## config.mk

```make
export PLATFORM = sky130hd
export DESIGN_NAME = clock_step_ctrl_flat
export DESIGN_NICKNAME = d
export VERILOG_FILES = /design/src/rtl/clock_step_ctrl_pkg.sv /design/src/rtl/clock_step_ctrl_if.sv /design/src/rtl/clock_step_ctrl_debounce.sv /design/src/rtl/clock_step_ctrl.sv /design/src/flat_wrapper.sv
export SDC_FILE = /design/constraint.sdc
export NUM_CORES = 1
export LEC_CHECK = 0
export ABC_AREA = 0
export BUFFER_PORTS_ARGS = -buffer_cell sky130_fd_sc_hd__buf_4
export CORE_UTILIZATION = 66
export CTS_CLUSTER_DIAMETER = 30
export DETAILED_ROUTE_END_ITERATION = 10
export GPL_ROUTABILITY_DRIVEN = 0
export PLACE_DENSITY_LB_ADDON = 0.15
export SLEW_MARGIN = 30
export SYNTH_ARGS = -nofsm -noshare
export SYNTH_HDL_FRONTEND = slang
export SYNTH_SLANG_ARGS = --single-unit
```

## constraint.sdc

```tcl
create_clock -name clk -period 4.1 [get_ports clk]
set_input_delay 0.82 -clock clk [delete_from_list [all_inputs] [get_ports clk]]
set_output_delay 0.82 -clock clk [all_outputs]
set_load 0.02 [all_outputs]
```

## src/rtl/clock_step_ctrl_pkg.sv

```systemverilog
// Shared definitions for the CPU clock step controller.
// Contents: FSM state encoding and the default debounce length for a 50 MHz clk.
package clock_step_ctrl_pkg;

    // Operating modes of the clock controller.
    typedef enum logic [1:0] {
        ST_AUTO   = 2'd0,
        ST_MANUAL = 2'd1,
        ST_HALTED = 2'd2
    } state_t;

    // 20 ms at 50 MHz.
    localparam int DEFAULT_DEBOUNCE_CYCLES = 1000000;

    // True when a registered level has just gone from 0 to 1.
    function automatic logic rising(input logic cur, input logic prev);
        return cur & ~prev;
    endfunction

endpackage

```

## src/rtl/clock_step_ctrl_if.sv

```systemverilog
// Handshake bundle between the clock controller and its surroundings.
// Signals:
//   clk_cpu_in  - slow square wave from the divider
//   btn_step    - manual step push-button (raw, bouncy)
//   sw_manual   - run/step switch (raw, bouncy), 1 = manual
//   hlt         - CPU halt line
//   cpu_tick    - one-cycle clock-enable pulse
//   cpu_clk_out - level view of the selected clock for the LED
//   mode_manual - current debounced mode
//   halted      - high once halted
// Modports: master drives the inputs of the controller, slave is the controller.
interface clock_step_ctrl_if;
    logic clk_cpu_in;
    logic btn_step;
    logic sw_manual;
    logic hlt;
    logic cpu_tick;
    logic cpu_clk_out;
    logic mode_manual;
    logic halted;

    modport master (
        output clk_cpu_in, btn_step, sw_manual, hlt,
        input  cpu_tick, cpu_clk_out, mode_manual, halted
    );

    modport slave (
        input  clk_cpu_in, btn_step, sw_manual, hlt,
        output cpu_tick, cpu_clk_out, mode_manual, halted
    );
endinterface

```

## src/rtl/clock_step_ctrl_debounce.sv

```systemverilog
// Two-flop synchroniser followed by a counting debouncer.
// Ports:
//   clk, reset_n - system clock, asynchronous active-low reset
//   din          - raw asynchronous input
//   dout         - registered debounced level
// The debounced level flips only after DEBOUNCE_CYCLES consecutive cycles of
// disagreement between the synchronised input and the current debounced level.
module clock_step_ctrl_debounce #(
    parameter int DEBOUNCE_CYCLES = 1000000,
    parameter int CNT_W           = 32
) (
    input  logic clk,
    input  logic reset_n,
    input  logic din,
    output logic dout
);

    logic             sync1_r;
    logic             sync2_r;
    logic [CNT_W-1:0] cnt_r;
    logic             state_r;

    // Synchronise the raw input into the clk domain.
    always_ff @(posedge clk or negedge reset_n) begin
        if (!reset_n) begin
            sync1_r <= 1'b0;
            sync2_r <= 1'b0;
        end else begin
            sync1_r <= din;
            sync2_r <= sync1_r;
        end
    end

    // Count consecutive disagreement cycles; flip on the last one.
    always_ff @(posedge clk or negedge reset_n) begin
        if (!reset_n) begin
            cnt_r   <= {CNT_W{1'b0}};
            state_r <= 1'b0;
        end else if (sync2_r == state_r) begin
            cnt_r <= {CNT_W{1'b0}};
        end else if (cnt_r == CNT_W'(DEBOUNCE_CYCLES - 1)) begin
            // This is the DEBOUNCE_CYCLES-th disagreeing edge.
            cnt_r   <= {CNT_W{1'b0}};
            state_r <= ~state_r;
        end else begin
            cnt_r <= cnt_r + {{(CNT_W-1){1'b0}}, 1'b1};
        end
    end

    assign dout = state_r;

endmodule

```

## src/rtl/clock_step_ctrl.sv

```systemverilog
// CPU clock consumer: selects between the divider square wave (auto) and the
// debounced step button (manual), honours the sticky HLT line, and emits a
// one-cycle clock-enable pulse per selected rising edge.
// Ports:
//   clk, reset_n - 50 MHz system clock, asynchronous active-low reset
//   bus          - slave side of clock_step_ctrl_if (inputs and all outputs)
// All outputs are registered.
module clock_step_ctrl
    import clock_step_ctrl_pkg::*;
#(
    parameter int DEBOUNCE_CYCLES = DEFAULT_DEBOUNCE_CYCLES,
    parameter int CNT_W           = 32
) (
    input  logic              clk,
    input  logic              reset_n,
    clock_step_ctrl_if.slave  bus
);

    state_t state_r;
    logic   cpu_in_r;
    logic   cpu_in_prev_r;
    logic   btn_prev_r;
    logic   btn_db_s;
    logic   sw_db_s;
    logic   cpu_rise_s;
    logic   btn_rise_s;

    clock_step_ctrl_debounce #(
        .DEBOUNCE_CYCLES (DEBOUNCE_CYCLES),
        .CNT_W           (CNT_W)
    ) u_db_btn (
        .clk     (clk),
        .reset_n (reset_n),
        .din     (bus.btn_step),
        .dout    (btn_db_s)
    );

    clock_step_ctrl_debounce #(
        .DEBOUNCE_CYCLES (DEBOUNCE_CYCLES),
        .CNT_W           (CNT_W)
    ) u_db_sw (
        .clk     (clk),
        .reset_n (reset_n),
        .din     (bus.sw_manual),
        .dout    (sw_db_s)
    );

    // Register the divider clock and keep previous values of both sources
    // every cycle, so switching modes never sees a stale level as an edge.
    always_ff @(posedge clk or negedge reset_n) begin
        if (!reset_n) begin
            cpu_in_r      <= 1'b0;
            cpu_in_prev_r <= 1'b0;
            btn_prev_r    <= 1'b0;
        end else begin
            cpu_in_r      <= bus.clk_cpu_in;
            cpu_in_prev_r <= cpu_in_r;
            btn_prev_r    <= btn_db_s;
        end
    end

    assign cpu_rise_s = rising(cpu_in_r, cpu_in_prev_r);
    assign btn_rise_s = rising(btn_db_s, btn_prev_r);

    // Mode FSM with registered tick, LED level, mode and halt outputs.
    // Halt has priority over a mode change, which has priority over a tick;
    // an edge coinciding with either is dropped.
    always_ff @(posedge clk or negedge reset_n) begin
        if (!reset_n) begin
            state_r         <= ST_AUTO;
            bus.cpu_tick    <= 1'b0;
            bus.cpu_clk_out <= 1'b0;
            bus.mode_manual <= 1'b0;
            bus.halted      <= 1'b0;
        end else begin
            case (state_r)
                ST_AUTO: begin
                    if (bus.hlt) begin
                        state_r         <= ST_HALTED;
                        bus.cpu_tick    <= 1'b0;
                        bus.cpu_clk_out <= 1'b0;
                        bus.halted      <= 1'b1;
                    end else if (sw_db_s) begin
                        state_r         <= ST_MANUAL;
                        bus.cpu_tick    <= 1'b0;
                        bus.cpu_clk_out <= btn_db_s;
                        bus.mode_manual <= 1'b1;
                    end else begin
                        bus.cpu_tick    <= cpu_rise_s;
                        bus.cpu_clk_out <= cpu_in_r;
                    end
                end
                ST_MANUAL: begin
                    if (bus.hlt) begin
                        state_r         <= ST_HALTED;
                        bus.cpu_tick    <= 1'b0;
                        bus.cpu_clk_out <= 1'b0;
                        bus.halted      <= 1'b1;
                    end else if (!sw_db_s) begin
                        state_r         <= ST_AUTO;
                        bus.cpu_tick    <= 1'b0;
                        bus.cpu_clk_out <= cpu_in_r;
                        bus.mode_manual <= 1'b0;
                    end else begin
                        bus.cpu_tick    <= btn_rise_s;
                        bus.cpu_clk_out <= btn_db_s;
                    end
                end
                ST_HALTED: begin
                    // Sticky until reset; mode_manual keeps its last value.
                    bus.cpu_tick    <= 1'b0;
                    bus.cpu_clk_out <= 1'b0;
                    bus.halted      <= 1'b1;
                end
                default: begin
                    // Unreachable encoding: stop the CPU rather than run it.
                    state_r         <= ST_HALTED;
                    bus.cpu_tick    <= 1'b0;
                    bus.cpu_clk_out <= 1'b0;
                    bus.halted      <= 1'b1;
                end
            endcase
        end
    end

endmodule

```

## src/flat_wrapper.sv

```systemverilog
// flat-port wrapper written by rule: the top's interface ports become plain ports
module clock_step_ctrl_flat import clock_step_ctrl_pkg::*;
#(
    parameter int DEBOUNCE_CYCLES = DEFAULT_DEBOUNCE_CYCLES,
    parameter int CNT_W           = 32
)
  (clk, reset_n, bus_clk_cpu_in, bus_btn_step, bus_sw_manual, bus_hlt, bus_cpu_tick, bus_cpu_clk_out, bus_mode_manual, bus_halted);
  clock_step_ctrl_if bus_i ();
  input  logic clk;
  input  logic reset_n;
  input wire logic [$bits(bus_i.clk_cpu_in)-1:0] bus_clk_cpu_in;
  input wire logic [$bits(bus_i.btn_step)-1:0] bus_btn_step;
  input wire logic [$bits(bus_i.sw_manual)-1:0] bus_sw_manual;
  input wire logic [$bits(bus_i.hlt)-1:0] bus_hlt;
  output wire logic [$bits(bus_i.cpu_tick)-1:0] bus_cpu_tick;
  output wire logic [$bits(bus_i.cpu_clk_out)-1:0] bus_cpu_clk_out;
  output wire logic [$bits(bus_i.mode_manual)-1:0] bus_mode_manual;
  output wire logic [$bits(bus_i.halted)-1:0] bus_halted;
  assign bus_i.clk_cpu_in = bus_clk_cpu_in;
  assign bus_i.btn_step = bus_btn_step;
  assign bus_i.sw_manual = bus_sw_manual;
  assign bus_i.hlt = bus_hlt;
  assign bus_cpu_tick = bus_i.cpu_tick;
  assign bus_cpu_clk_out = bus_i.cpu_clk_out;
  assign bus_mode_manual = bus_i.mode_manual;
  assign bus_halted = bus_i.halted;
  clock_step_ctrl #(.DEBOUNCE_CYCLES(DEBOUNCE_CYCLES), .CNT_W(CNT_W)) u_core (.clk(clk), .reset_n(reset_n), .bus(bus_i));
endmodule
```

# Word-level counts from Yosys, hierarchy flattened
# Cells that the tools add are included.
[word_totals]
input_bits = 6
output_inout_bits = 4
regBits = 79
word_cells = 71
[op_classes]
n_eq_ne = 13
n_mux = 24
bitwise_logic = 9
reduce_logical = 7
add_sub_neg = 2
[ops]
columns = ["op", "n"]
rows = [
  ["$mux W32", 4],
  ["$add A32 B1 Y32 const B", 2],
  ["$eq A32 B20 Y1 const B", 2],
  ["$mux W1", 13],
  ["$mux W2", 4],
  ["$ne A2 B2 Y1 const B", 4],
  ["$not A1 Y1", 7],
  ["$ne A3 B3 Y1 const B", 2],
  ["$pmux W2 S3", 1],
  ["$reduce_and A5 Y1", 1],
  ["$pmux W1 S2", 2],
  ["$reduce_and A2 Y1", 2],
  ["$reduce_and A3 Y1", 1],
  ["$and A1 B1 Y1", 2],
  ["$eq A1 B1 Y1", 2],
  ["$eq A2 B1 Y1 const B", 1],
  ["$eq A2 B2 Y1 const B", 1],
  ["$logic_not A2 Y1", 1],
  ["$ne A2 B1 Y1 const B", 1],
  ["$reduce_bool A2 Y1", 1],
  ["$reduce_or A2 Y1", 1],
]

# Logic depth before layout (Yosys ltp)
[depth]
depth_word = 5
depth_mapped = 7
depth_no_buf = 6

# Modules after synthesis
# From an unflattened synthesis, not the netlist that was laid out.
[hier_totals]
cells_unflattened = 385
hier_area_um2 = 3868.7
[modules_own_cells]
columns = ["module", "area_per_inst_um2", "n_inst", "seq_area_each_um2", "cells_per_inst"]
rows = [
  ["clock_step_ctrl_debounce", 1778.0, 2, 875.8, 181],
  ["clock_step_ctrl", 312.8, 1, 225.2, 23],
]

# Worst setup path before layout
# OpenSTA, ideal clock, no wires.
[synth_path]
path_kind = "register to register"
start = "register u_core.u_db_btn.cnt_r[0]"
end = "register u_core.u_db_btn.cnt_r[28]"
setup_ns = 0.118
required_time_ns = 3.982
period_less_slack_ns = 1.889
stages_incl_launch_ff = 7
n_path_buf = 0
path_slack_ns = 2.211
t_arrival_ns = 1.771
path_cell_list = "dfrtp_1 ha_1 nand4_1 or2_2 or4_1 xor2_1 nor2_1"
[synth_via]
elab_chain_cells = 3
elab_cells_between_ends = 4
cone_classes = "add/sub (1); eq/ne (1); mux (2)"
[synth_lines]
columns = ["item", "line_no", "source"]
rows = [
  ["from (decl)", "clock_step_ctrl_debounce.sv:20", "logic [CNT_W-1:0] cnt_r;"],
  ["from (signal assigned)", "clock_step_ctrl_debounce.sv:37", "cnt_r <= {CNT_W{1'b0}};"],
  ["from (signal assigned)", "clock_step_ctrl_debounce.sv:40", "cnt_r <= {CNT_W{1'b0}};"],
  ["from (signal assigned)", "clock_step_ctrl_debounce.sv:43", "cnt_r <= {CNT_W{1'b0}};"],
  ["$add A32 B1 Y32 or $eq A32 B20 Y1 (tied branches)", "clock_step_ctrl_debounce.sv:46, clock_step_ctrl_debounce.sv:41", ""],
  ["$mux W32 (*)", "clock_step_ctrl_debounce.sv:41", "end else if (cnt_r == CNT_W'(DEBOUNCE_CYCLES - 1)) begin"],
  ["$mux W32 (*)", "clock_step_ctrl_debounce.sv:39", "end else if (sync2_r == state_r) begin"],
]
# Mark *: on every way between the ends. The rest lies on a longest branch, timed or not.
# A chain may end at the register's enable or synchronous reset.

# Worst setup path in the final report
[layout_path]
start = "register u_core.u_db_sw.cnt_r[28]"
end = "register u_core.u_db_sw.cnt_r[26]"
[layout_via]
elab_chain_cells = 3
[layout_lines]
columns = ["item", "line_no"]
rows = [
  ["from (decl)", "clock_step_ctrl_debounce.sv:20"],
  ["from (signal assigned)", "clock_step_ctrl_debounce.sv:37"],
  ["from (signal assigned)", "clock_step_ctrl_debounce.sv:40"],
  ["from (signal assigned)", "clock_step_ctrl_debounce.sv:43"],
  ["$eq A32 B20 Y1", "clock_step_ctrl_debounce.sv:41"],
  ["$mux W32", "clock_step_ctrl_debounce.sv:41"],
  ["$mux W32", "clock_step_ctrl_debounce.sv:39"],
]
# Every way passes these cells.

==> metrics <==
outcome=finished, final reports clean; vias in the first global route=2,729; Min Hold Slack=0.356 ns; Layout area overhead=7.26%; drt total wl=7040 microns; CTS Root Cell=clkbuf_8; drc violations=0; WP data required=4.31 ns; Hold Path End=u_core.u_db_btn.sync2_r$_DFF_PN0_; worst r2r src=u_core.u_db_sw.cnt_r[28]$_DFF_PN0_; port bufs=9; post-layout util=74.1%; Clock Skews=0.0120 ns; critical path launch point type=flip-flop; Worst Setup End Kind=flip-flop; fillers=391; CTS Buf Count=9; cts repair resizes=0; DIE WIDTH=78.2 microns; PD cells=325 nW/um^2; Post-synth EDFFs=0; htree depth=3; worst reg2reg setup slack=1.79 ns; worst hold path class=flip-flop to flip-flop; Chip Height=78.2 microns; post-route setup TNS=0 ns; initial core utilization=69.1%; core area=5540 sq um; Worst Tran Pin Value=0.920 ns; global route overflow=0; CTS tree=done; Iter 0 DRT Violations=181; hold_buf cts=0; maximum capacitance violations=0; dominant cells by area after synthesis=dfrtp_1 (52%), xor2_1 (8.2%), nor2_1 (7.1%); mean post-synth cell area=10.0 sq um; IO Count=10; dpl hpwl=4790 microns; Crit Path Max Fanout=29; CP Class=flip-flop to flip-flop; clock slew at reported path FFs=0.08 ns; Highest Clock Rate=0.434 GHz; post-CTS setup buffers=0; via count=2,754; Rel. slew slack=38.2%; vias per cell=5.86; Worst Hold Depth=0; Final Cycle Share=56.2%; worst vdd ir=295 uV; Max clock buf depth=2; Register-to-Register Path Depth=5; clock sinks=79; final hold vios=0; Post-Syn Nets=390; post-synthesis instance total=382; number of antenna violations at the first check in global routing=0; reg-to-reg endpoint=u_core.u_db_sw.cnt_r[26]$_DFF_PN0_; standard-cell rows=27; Seq cells post-synth=79; Mapped Area=3830 sq um; RSZ-0062 raised after global routing=false; post-synth top area cell=dfrtp_1; critical path data arrival time=2.51 ns; Hold Path Origin=u_core.u_db_btn.sync1_r$_DFF_PN0_; first-pass detailed-route iteration total=4; Final nets=401; largest net degree at the start of global routing=80; first-pass GRT wire length=12,200 microns; sequential area share after synthesis=51.7%; diode count=0; ys async rst share=100%; gr usage total=26.0%; post-synthesis cell type count=41; yosys warns=0; post-DR wirelength/cell=15.0 microns; Setup-failing EPs final=0; Main synth FF type=dfrtp_1; most frequent cell after synthesis=dfrtp_1; clock latency at the later pin of the worst-skew pair=0.35 ns; commonest cells in the netlist=dfrtp_1 (79), nor2_1 (72), xor2_1 (36), nand3_1 (31), nand2_1 (25); post-synth top area share=51.7%; P_leak=0.00168 uW; Detail Route Antenna Nets=0; Final Max Tran Viols=0; minimum clock period=2.31 ns; die area=6110 sq um; ratio of cells with drive above 1 in the final layout=9.80%
## worst max-delay path by stage
stage               depth (start not counted)  slack, ns                               start                                  end
floorplan                                   6       2.21  u_core.u_db_btn.cnt_r[0]$_DFF_PN0_  u_core.u_db_btn.cnt_r[28]$_DFF_PN0_
global placement                            5       1.60   u_core.u_db_sw.cnt_r[6]$_DFF_PN0_   u_core.u_db_sw.cnt_r[10]$_DFF_PN0_
detailed placement                          6       1.80   u_core.u_db_sw.cnt_r[0]$_DFF_PN0_   u_core.u_db_sw.cnt_r[16]$_DFF_PN0_
CTS                                         6       1.78   u_core.u_db_sw.cnt_r[0]$_DFF_PN0_   u_core.u_db_sw.cnt_r[16]$_DFF_PN0_
global route                                5       1.57  u_core.u_db_sw.cnt_r[28]$_DFF_PN0_   u_core.u_db_sw.cnt_r[20]$_DFF_PN0_
finish                                      5       1.79  u_core.u_db_sw.cnt_r[28]$_DFF_PN0_   u_core.u_db_sw.cnt_r[26]$_DFF_PN0_
## stage by stage
| step | total power [uW] | cell area [sq um] | setup WS (ns) | instances |
|---|---|---|---|---|
| 2_1_floorplan | 830 | 3830 | 2.21 | 382 |
| 3_3_place_gp | 849 | 3930 | 1.60 | 454 |
| 3_5_place_dp | 851 | 3940 | 1.80 | 454 |
| 4_1_cts | 1350 | 4100 | 1.78 | 470 |
| 5_1_grt | 1390 | 4110 | 1.57 | 470 |
| 6_report | 1330 | 4110 | 1.79 | 470 |
## power breakdown
part | internal (uW) | total, uW | switching [uW]
clock network | 220 | 500 | 280
registers | 786 | 793 | 7.24
logic | 11.0 | 41.2 | 30.1
## area by class of cell
| class | count | area (sq um) | area share, % |
|---|---|---|---|
| multi-input combinational | 286 | 1770 | 43.1 |
| tap | 72 | 90.1 | 2.19 |
| clock buffer | 11 | 131 | 3.20 |
| timing repair buffer | 9 | 71.3 | 1.74 |
| clock inverter | 5 | 35.0 | 0.853 |
| sequential | 79 | 1980 | 48.2 |
| inverter | 8 | 30.0 | 0.731 |
## worst max-delay path, cell delays in order, from the launching register on
cell and delay, ns:
dfrtp_1 0.42, nor4_1 0.37, nand4_1 0.13, or3_1 0.49
o21ai_4 0.63, nor2_1 0.12
## cell usage in the layout (no fill, tap or decap), types with 2 or more instances in the layout
master	n
nor3_1	8
nor4_2	5
inv_1	8
or3_1	5
xor2_1	36
nor4b_1	3
buf_4	8
nand4_1	22
and3_1	5
nand2_1	25
o31ai_1	2
a21oi_1	10
ha_1	2
clkbuf_8	9
clkbuf_1	2
and4_1	6
or2_2	3
clkinv_2	2
mux2_2	2
dfrtp_1	79
clkinv_4	2
nor2_1	72
and2_1	5
nor4_1	9
nand3_1	31
xnor2_1	19
## logic make-up (layout without fill, tap and decap cells)
logic type / after synthesis / count (layout) / share of synthesized area, %
mux: 3 / 3 / 0.850
fa+ha+maj: 2 / 2 / 0.654
flops: 79 / 79 / 51.7
compound gates: 19 / 19 / 3.37
buf+inv: 17 / 33 / 2.39
simple gates: 207 / 207 / 28.5
xor+xnor: 55 / 55 / 12.6
## state kept, by name, summed over array words and instances (netlist names)
| signal | count |
|---|---|
| u_core.u_db_sw.dout | 1 |
| u_core.btn_prev_r | 1 |
| u_core.cpu_in_r | 1 |
| u_core.u_db_sw.sync1_r | 1 |
| u_core.bus.cpu_tick | 1 |
| u_core.bus.mode_manual | 1 |
| u_core.u_db_btn.sync2_r | 1 |
| u_core.state_r | 2 |
| u_core.u_db_btn.cnt_r | 32 |
| u_core.u_db_btn.dout | 1 |
| u_core.u_db_sw.cnt_r | 32 |
| u_core.u_db_sw.sync2_r | 1 |
| u_core.bus.cpu_clk_out | 1 |
| u_core.u_db_btn.sync1_r | 1 |
| u_core.cpu_in_prev_r | 1 |
| u_core.bus.halted | 1 |
## layer usage
metal,up-vias,routed length (microns),track usage (%)
met1,1355,3160,31.4
met3,14,186,6.74
met2,35,3560,44.1
met5,-,0,0
li1,1350,-,-
met4,0,134,11.1
(Power assumes the default switching activity.)
